$ cat src/rtl/port_load_counter_if.sv
// port_load_counter_if -- processor-side bus of the port-loaded down-counter.
//
// Signals:
//   ld            processor -> counter  single-cycle load strobe (decoded port write)
//   out_port      processor -> counter  16-bit data captured when ld=1
//   interrupt_ack processor -> counter  clears a pending interrupt
//   count         counter -> processor  current count value
//   interrupt     counter -> processor  sticky terminal-count interrupt
//   running       counter -> processor  high while the counter is in RUN
//   state         counter -> processor  FSM state for debug (0=IDLE, 1=RUN, 2=DONE)
//
// Handshake: there is no valid/ready pair on this bus. ld and interrupt_ack
// are one-cycle strobes sampled on the rising clock edge; every counter-side
// signal is a registered value that is stable for the whole cycle.
interface port_load_counter_if;
    logic        ld;
    logic [15:0] out_port;
    logic        interrupt_ack;
    logic [15:0] count;
    logic        interrupt;
    logic        running;
    logic [1:0]  state;

    modport master (
        output ld,
        output out_port,
        output interrupt_ack,
        input  count,
        input  interrupt,
        input  running,
        input  state
    );

    modport slave (
        input  ld,
        input  out_port,
        input  interrupt_ack,
        output count,
        output interrupt,
        output running,
        output state
    );
endinterface

$ cat src/rtl/port_load_counter.sv
// port_load_counter -- processor-loadable 16-bit down-counter with a clock
// prescaler and a sticky terminal-count interrupt.
//
// Ports:
//   clk    rising-edge system clock
//   reset  asynchronous, active-low reset
//   bus    port_load_counter_if.slave (ld, out_port, interrupt_ack in;
//          count, interrupt, running, state out)
//
// A load captures out_port into count and the reload register and restarts
// the prescaler. While in RUN the prescaler counts 0..PRESCALE-1; the edge
// at which it sits at PRESCALE-1 is a tick and decrements count. The tick
// that finds count == 1 is the terminal tick: it raises the interrupt and
// either reloads (AUTO_RELOAD=1) or parks the counter at 0 in DONE.
module port_load_counter #(
    parameter logic [15:0] PRESCALE    = 16'd50000,
    parameter bit          AUTO_RELOAD = 1'b0
) (
    input logic               clk,
    input logic               reset,
    port_load_counter_if.slave bus
);

    typedef enum logic [1:0] {
        IDLE = 2'd0,
        RUN  = 2'd1,
        DONE = 2'd2
    } state_t;

    localparam logic [15:0] PRE_LAST = PRESCALE - 16'd1;

    state_t      state_q,  state_d;
    logic [15:0] count_q,  count_d;
    logic [15:0] reload_q, reload_d;
    logic [15:0] pre_q,    pre_d;
    logic        intr_q,   intr_d;

    logic tick;
    logic terminal;

    // A load on the same edge pre-empts the tick, so a terminal tick can
    // only happen on an edge without ld.
    always_comb begin
        tick     = (state_q == RUN) && (pre_q == PRE_LAST);
        terminal = tick && (count_q == 16'd1) && !bus.ld;
    end

    always_ff @(posedge clk or negedge reset) begin
        if (!reset) begin
            state_q  <= IDLE;
            count_q  <= 16'h0000;
            reload_q <= 16'h0000;
            pre_q    <= 16'h0000;
            intr_q   <= 1'b0;
        end else begin
            state_q  <= state_d;
            count_q  <= count_d;
            reload_q <= reload_d;
            pre_q    <= pre_d;
            intr_q   <= intr_d;
        end
    end

    always_comb begin
        state_d  = state_q;
        count_d  = count_q;
        reload_d = reload_q;
        pre_d    = pre_q;

        if (bus.ld) begin
            count_d  = bus.out_port;
            reload_d = bus.out_port;
            pre_d    = 16'h0000;
            state_d  = (bus.out_port != 16'h0000) ? RUN : IDLE;
        end else begin
            case (state_q)
                RUN: begin
                    if (tick) begin
                        pre_d = 16'h0000;
                        if (count_q > 16'd1) begin
                            count_d = count_q - 16'd1;
                        end else if (count_q == 16'd1) begin
                            if (AUTO_RELOAD) begin
                                count_d = reload_q;
                            end else begin
                                count_d = 16'h0000;
                                state_d = DONE;
                            end
                        end else begin
                            // count is never 0 in RUN; park safely if it is.
                            state_d = DONE;
                        end
                    end else begin
                        pre_d = pre_q + 16'd1;
                    end
                end
                IDLE:    ;
                DONE:    ;
                default: state_d = IDLE;
            endcase
        end
    end

    // Set wins over a coincident acknowledge; a load leaves it untouched.
    always_comb begin
        intr_d = intr_q;
        if (terminal) begin
            intr_d = 1'b1;
        end else if (bus.interrupt_ack) begin
            intr_d = 1'b0;
        end
    end

    assign bus.count     = count_q;
    assign bus.interrupt = intr_q;
    assign bus.running   = (state_q == RUN);
    assign bus.state     = state_q;

endmodule
$ cat src/flat_wrapper.sv
// flat-port wrapper written by rule: the top's interface ports become plain ports
module port_load_counter_flat 
#(
    parameter logic [15:0] PRESCALE    = 16'd50000,
    parameter bit          AUTO_RELOAD = 1'b0
)
  (clk, reset, bus_ld, bus_out_port, bus_interrupt_ack, bus_count, bus_interrupt, bus_running, bus_state);
  port_load_counter_if bus_i ();
  input logic clk;
  input logic reset;
  input wire logic [$bits(bus_i.ld)-1:0] bus_ld;
  input wire logic [$bits(bus_i.out_port)-1:0] bus_out_port;
  input wire logic [$bits(bus_i.interrupt_ack)-1:0] bus_interrupt_ack;
  output wire logic [$bits(bus_i.count)-1:0] bus_count;
  output wire logic [$bits(bus_i.interrupt)-1:0] bus_interrupt;
  output wire logic [$bits(bus_i.running)-1:0] bus_running;
  output wire logic [$bits(bus_i.state)-1:0] bus_state;
  assign bus_i.ld = bus_ld;
  assign bus_i.out_port = bus_out_port;
  assign bus_i.interrupt_ack = bus_interrupt_ack;
  assign bus_count = bus_i.count;
  assign bus_interrupt = bus_i.interrupt;
  assign bus_running = bus_i.running;
  assign bus_state = bus_i.state;
  port_load_counter #(.PRESCALE(PRESCALE), .AUTO_RELOAD(AUTO_RELOAD)) u_core (.clk(clk), .reset(reset), .bus(bus_i));
endmodule
$ cat config.mk
export PLATFORM = sky130hd
export DESIGN_NAME = port_load_counter_flat
export DESIGN_NICKNAME = d
export VERILOG_FILES = /design/src/rtl/port_load_counter_if.sv /design/src/rtl/port_load_counter.sv /design/src/flat_wrapper.sv
export SDC_FILE = /design/constraint.sdc
export NUM_CORES = 1
export LEC_CHECK = 0
export BUFFER_PORTS_ARGS = -buffer_cell sky130_fd_sc_hd__buf_2
export CAP_MARGIN = 30
export CORE_MARGIN = 3
export CORE_UTILIZATION = 45
export CTS_CLUSTER_DIAMETER = 50
export DETAILED_ROUTE_END_ITERATION = 8
export PLACE_DENSITY = 0.67
export SLEW_MARGIN = 10
export SYNTH_ARGS = -nofsm -noshare
export SYNTH_HDL_FRONTEND = slang
export SYNTH_SLANG_ARGS = --single-unit
$ cat constraint.sdc
create_clock -name clk -period 3.7 [get_ports clk]
set_input_delay 0.74 -clock clk [delete_from_list [all_inputs] [get_ports clk]]
set_output_delay 0.74 -clock clk [all_outputs]
set_load 0.02 [all_outputs]
## Yosys cells after proc, flatten, opt, wreduce, memory -nomap -nowiden

Cells that the tools add are included.

| word-level totals | value |
|---|---|
| register bits after elaboration | 35 |
| output and inout bits | 20 |
| logic and storage cells | 42 |

| cells by class | value |
|---|---|
| $add $sub $neg | 2 |
| magnitude comparators | 1 |
| eq/ne operators | 7 |
| muxes and demuxes | 15 |
| reductions and logical operators | 13 |

Operators by type and width:

| cell | count |
|---|---|
| 16-bit two-way mux | 8 |
| 16-bit by 1-bit adder with 16-bit output (second input constant) | 1 |
| 16-bit by 1-bit == test with 1-bit output (second input constant) | 1 |
| 16-bit == test (second input constant) | 1 |
| 16-bit by 1-bit greater-than comparator with 1-bit output (second input constant) | 1 |
| 16-bit nonzero test | 1 |
| 16-bit by 1-bit subtractor with 16-bit output (second input constant) | 1 |
| 2-bit two-way mux | 3 |
| 3-bit AND reduction | 2 |
| 2-bit nonzero test | 3 |
| 2-bit one-hot mux with 2 select lines | 1 |
| 1-bit logical AND | 3 |
| 1-bit two-way mux | 3 |
| 3-bit by 2-bit inequality test with 1-bit output (second input constant) | 1 |
| 3-bit inequality test (second input constant) | 1 |
| 3-bit nonzero test | 1 |
| 2-bit by 1-bit == test with 1-bit output (second input constant) | 1 |
| 2-bit == test (second input constant) | 1 |
| 2-bit logical NOT | 1 |
| 2-bit by 1-bit inequality test with 1-bit output (second input constant) | 1 |
| 2-bit OR reduction | 1 |
| 1-bit logical NOT | 1 |

## Longest topological paths before layout

| logic depth | value |
|---|---|
| depth in word-level cells | 6 |
| gate-level depth with buffers | 7 |
| gate-level depth less buffers | 7 |

## Worst setup path after synthesis

OpenSTA, ideal clock, no wires.

| timing path | value |
|---|---|
| kind | register to register |
| from | register u_core.state_q[1], in the netlist u_core.bus.state[1] |
| to | register u_core.count_q[12], in the netlist u_core.bus.count[12] |
| setup time | 0.126 ns |
| arrival time | 2.180 ns |
| required time | 3.574 ns |
| slack | 1.394 ns |
| stages on the path, launching flop included | 8 |
| path buffers | 2 |
| path through | dfrtp_1 > nand2b_4 > buf_6 > or4_4 > a311o_1 > and2_4 > buf_6 > a221o_1 |

| on the way | value |
|---|---|
| word-level cells in the longest chain between the ends | 4 |
| elaborated cells between the ends (all ways) | 5 |
| those cells by class | eq/ne: 1; reduce/logical: 4 |

RTL lines:

| element | RTL line | text |
|---|---|---|
| start: declaration | port_load_counter.sv:32 | `state_t state_q, state_d;` |
| start signal: assignment | port_load_counter.sv:56 | `state_q <= state_d;` |
| 2-bit by 1-bit == test with 1-bit output (*) | port_load_counter.sv:44, port_load_counter.sv:76 |  |
| 1-bit logical AND | port_load_counter.sv:44 | `tick = (state_q == RUN) && (pre_q == PRE_LAST);` |
| 2-bit nonzero test (no source line) | - |  |
| 3-bit AND reduction (no source line) (*) | - |  |
| end signal: assignment | port_load_counter.sv:57 | `count_q <= count_d;` |
| end: declaration | port_load_counter.sv:33 | `logic [15:0] count_q, count_d;` |

Mark *: on every way between the ends. The rest lies on a longest branch, timed or not.
A chain may end at the register's enable or synchronous reset.

## Worst setup path in the final report

| timing path | value |
|---|---|
| from | register u_core.count_q[0], in the netlist u_core.bus.count[0] |
| to | register u_core.count_q[12], in the netlist u_core.bus.count[12] |

| on the way | value |
|---|---|
| word-level cells in the longest chain between the ends | 5 |
| elaborated cells between the ends (all ways) | 9 |
| those cells by class | add/sub: 1; order compare: 1; eq/ne: 1; mux: 4; reduce/logical: 2 |

RTL lines:

| element | RTL line | text |
|---|---|---|
| 16-bit by 1-bit subtractor with 16-bit output or 16-bit by 1-bit greater-than comparator with 1-bit output (tied branches) | port_load_counter.sv:81, port_load_counter.sv:80 |  |
| 16-bit two-way mux | port_load_counter.sv:80 | `if (count_q > 16'd1) begin` |
| 16-bit two-way mux | port_load_counter.sv:78 | `if (tick) begin` |
| 16-bit two-way mux | port_load_counter.sv:76 | `case (state_q)` |
| 16-bit two-way mux | port_load_counter.sv:70 | `if (bus.ld) begin` |

Several ways; a longest one is shown, not always the timed one. The select of a mux whose other input is x is not followed.

==> flow_summary.ini <==
[clock_tree]
clockRootBuffer = clkbuf_8
clkSinkCount = 35
cts_tree = yes
clk_pin_slew_ns = 0.08
cts_max_level = 2
post_cts_buffers = 0
ctsHoldBuffers = 0
clockBufferDepth = 2
clkLatencyLatePin_ns = 0.30
cts_buffers = 5
cts_resized = 0

[power_and_ir_drop]
seq_power_share_pct = 46.6
switching_share_pct = 28.45
ir_drop_uv = 266.2
p_leak_nw = 1.146
clock_power_share_pct = 36.3
pwr-share-comb_pct = 17.1
p_per_area_nw_per_um2 = 364.6
p_switching_mw = 0.2634
power.internal_mw = 0.6626

[die]
coreArea_um2 = 4534
die_area_um2 = 5751
die_x_um = 75.84
initial_utilization_pct = 48.40
ios = 40
fp-row-count = 24
die-height_um = 75.84

[setup_path]
start_kind = flop
r2r_setup_slack_ns = 1.17
path_buf_inv = 1
reg2reg_to = u_core.bus.count[12]
path_depth = 7
worst-setup-path-type = reg -> reg
critPathArrivalTime_ns = 2.71
path_cells = inv_1 > ha_1 > nor3b_1 > nand2_1 > nor4_1 > xor2_1 > a221o_1
timing.rr.start = u_core.bus.count[0]
cpMaxStageDelayCell = nor3b_1
reg2reg_depth = 7
required_ns = 3.89
critPathMaxStageDelay_ns = 0.64
end_kind = flop
crit_fanout = 6
crit_family = simple AND/OR/NAND/NOR gates

[placed_design]
dpl.cell_count = 333
preCtsSetupSlack_ns = 1.170
numPortBuffers = 39
hpwl_um = 3929
gp_congestion = 0.8482

[route]
drtIter0Drc = 228
routed_wl_um = 5630
wire_per_inst_um = 16.56
dr_wl_met2_um = 2440
drc = 0
via_per_inst = 5.974
vias = 2031
detail-route-antenna-nets = 0
dr.pass1.iters = 4
wl_met3_um = 315
drt-met1-wl_um = 2816
top_layer_used = met4

[synthesis]
synth_area_leaders = dfrtp_1 40%, nand2_1 3.9%, a221o_1 3.2%
syn_nets = 259
synthSimpleGateAreaFrac_pct = 25.71
synth_xor_area_share_pct = 3.592
yosysMostFrequentCell = dfrtp_1
synth_top_area_cell = dfrtp_1
synthCells = 236
synth-compound-area-share_pct = 24.80
synth_top_family_by_area = simple AND/OR/NAND/NOR gates
ys_top_cells_by_count = 35 x dfrtp_1, 23 x nand2_1, 14 x nor2_1
synthMuxAreaShare_pct = 0.5131
syn_area_um2 = 2195
synth_seq_cells = 35
ys_warn_count = 0
synth_seq_area_share_pct = 39.91
ys_types = 57
avgSynthCellArea_um2 = 9.299
yosysTopAreaCellShare_pct = 39.91
synth-edff-count = 0
synth-adder-area-share_pct = 1.710
synthFlopType = dfrtp_1
async_reset_ff_share_pct = 100.0

[final_layout]
final_cells = 340
utilization_pct = 56.02
antenna_cells = 0
area_growth_pct = 15.74
drive_above_1_share_pct = 21.09
nNetsFinal = 298

[timing]
fin_crit_sh_pct = 68.31
slew_headroom_pct = 47.06
worst_slew_pin_slew_ns = 0.7940
max_freq_mhz = 395.7
rsz0062_at_grt = no
hold_viol = 0
finalSetupTns_ns = 0
report.final.slew_viol_count = 0
hold_slack_ns = 0.5050
finalSetupViolCount = 0
finalClockSkew_ns = 0.01296
min_period_ns = 2.527
fin_ws_ns = 1.173

[run_status]
outcome = completed

[min_path]
min_path_type = reg -> reg
holdPathEnd = u_core.bus.interrupt
worstHoldStart = u_core.bus.interrupt
hold_depth = 1

[global_routing]
grt_max_degree = 36
grt_pass1_wl_um = 9432
antenna_found_initial = 0
grtUsageTotal_pct = 21.61
grt-ovfl-total = 0
grt_pass1_vias = 1891

[flow_run]
max_cap_viol_count = 0
-- placed cells by master, fill, tap and decap left out, types with 3 or more instances in the layout --
master and instances:
a21o_1 8, a21oi_1 11, a221o_1 7, a22o_1 8, a31oi_1 9, and2_1 7
and3_1 5, and4_1 3, buf_2 39, clkbuf_8 5, dfrtp_1 35, ha_1 3
inv_1 9, nand2_1 23, nand2b_1 5, nand3_1 4, nand4_1 5, nor2_1 14
nor3_1 6, nor4_1 10, o21a_1 3, o21ai_0 3, o21ai_1 3, xnor2_1 4
xor2_1 5
-- registers in the layout, summed over array words and instances (netlist names) --
| signal | count |
|---|---|
| u_core.bus.state | 2 |
| u_core.bus.count | 16 |
| u_core.bus.interrupt | 1 |
| u_core.pre_q | 16 |
-- worst reg2reg max path, cell delays in order (launching register included) --
cell and delay, ns:
dfrtp_1 0.44, inv_1 0.11, ha_1 0.23, nor3b_1 0.64, nand2_1 0.22, nor4_1 0.34
xor2_1 0.12, a221o_1 0.33
-- cell families (layout without fill, tap and decap cells) --
kind of cell / after synthesis / after routing
muxes: 1 / 1
DFF: 35 / 35
adders and majority gates: 3 / 3
AOI/OAI and AO/OA: 71 / 71
and+or+nand+nor: 99 / 99
xor gates and xnor gates: 9 / 9
buffers and inverters: 18 / 57
-- routing by layer --
layer / GRT usage [%] / up-vias
met4: 5.825 / 0
li1: - / 978
met1: 31.88 / 975
met5: 0 / -
met3: 4.749 / 6
met2: 31.84 / 72
-- layout make-up --
| type | count | area, µm² |
|---|---|---|
| clock buffers | 6 | 72.57 |
| clock inverters | 1 | 30.03 |
| fillers | 416 | 1994 |
| inverters | 9 | 33.78 |
| multi-input cells | 183 | 1236 |
| flip-flops and latches | 35 | 875.8 |
| well taps | 65 | 81.33 |
| repair buffers | 41 | 210.2 |
-- power groups by stage --
| stage | clock network (mW) | logic, mW | registers (mW) |
|---|---|---|---|
| 2_1_floorplan | 0 | 0.0855 | 0.452 |
| 5_1_grt | 0.355 | 0.176 | 0.435 |
| 6_report | 0.336 | 0.158 | 0.432 |
| 3_3_place_gp | 0 | 0.157 | 0.438 |
| 3_5_place_dp | 0 | 0.159 | 0.438 |
| 4_1_cts | 0.343 | 0.160 | 0.431 |
-- how the worst max path moves through the flow --
stage | end | startpoint | slack [ns]
after global routing | u_core.bus.count[5] | u_core.bus.count[12] | 1.02
final | u_core.bus.count[12] | u_core.bus.count[0] | 1.17
after floorplan | u_core.bus.count[12] | u_core.bus.state[1] | 1.39
after global placement | u_core.bus.count[5] | u_core.bus.count[6] | 1.20
after detailed placement | u_core.bus.count[5] | bus_ld | 1.17
after CTS | u_core.bus.count[12] | u_core.bus.count[0] | 1.19
-- per-stage QoR --
stage	total power [mW]	area, µm²
floorplan	0.5375	2195
global placement	0.5943	2437
detailed placement	0.5968	2437
CTS	0.9330	2540
global route	0.9663	2540
finish	0.9261	2540
(Power assumes the default switching activity.)
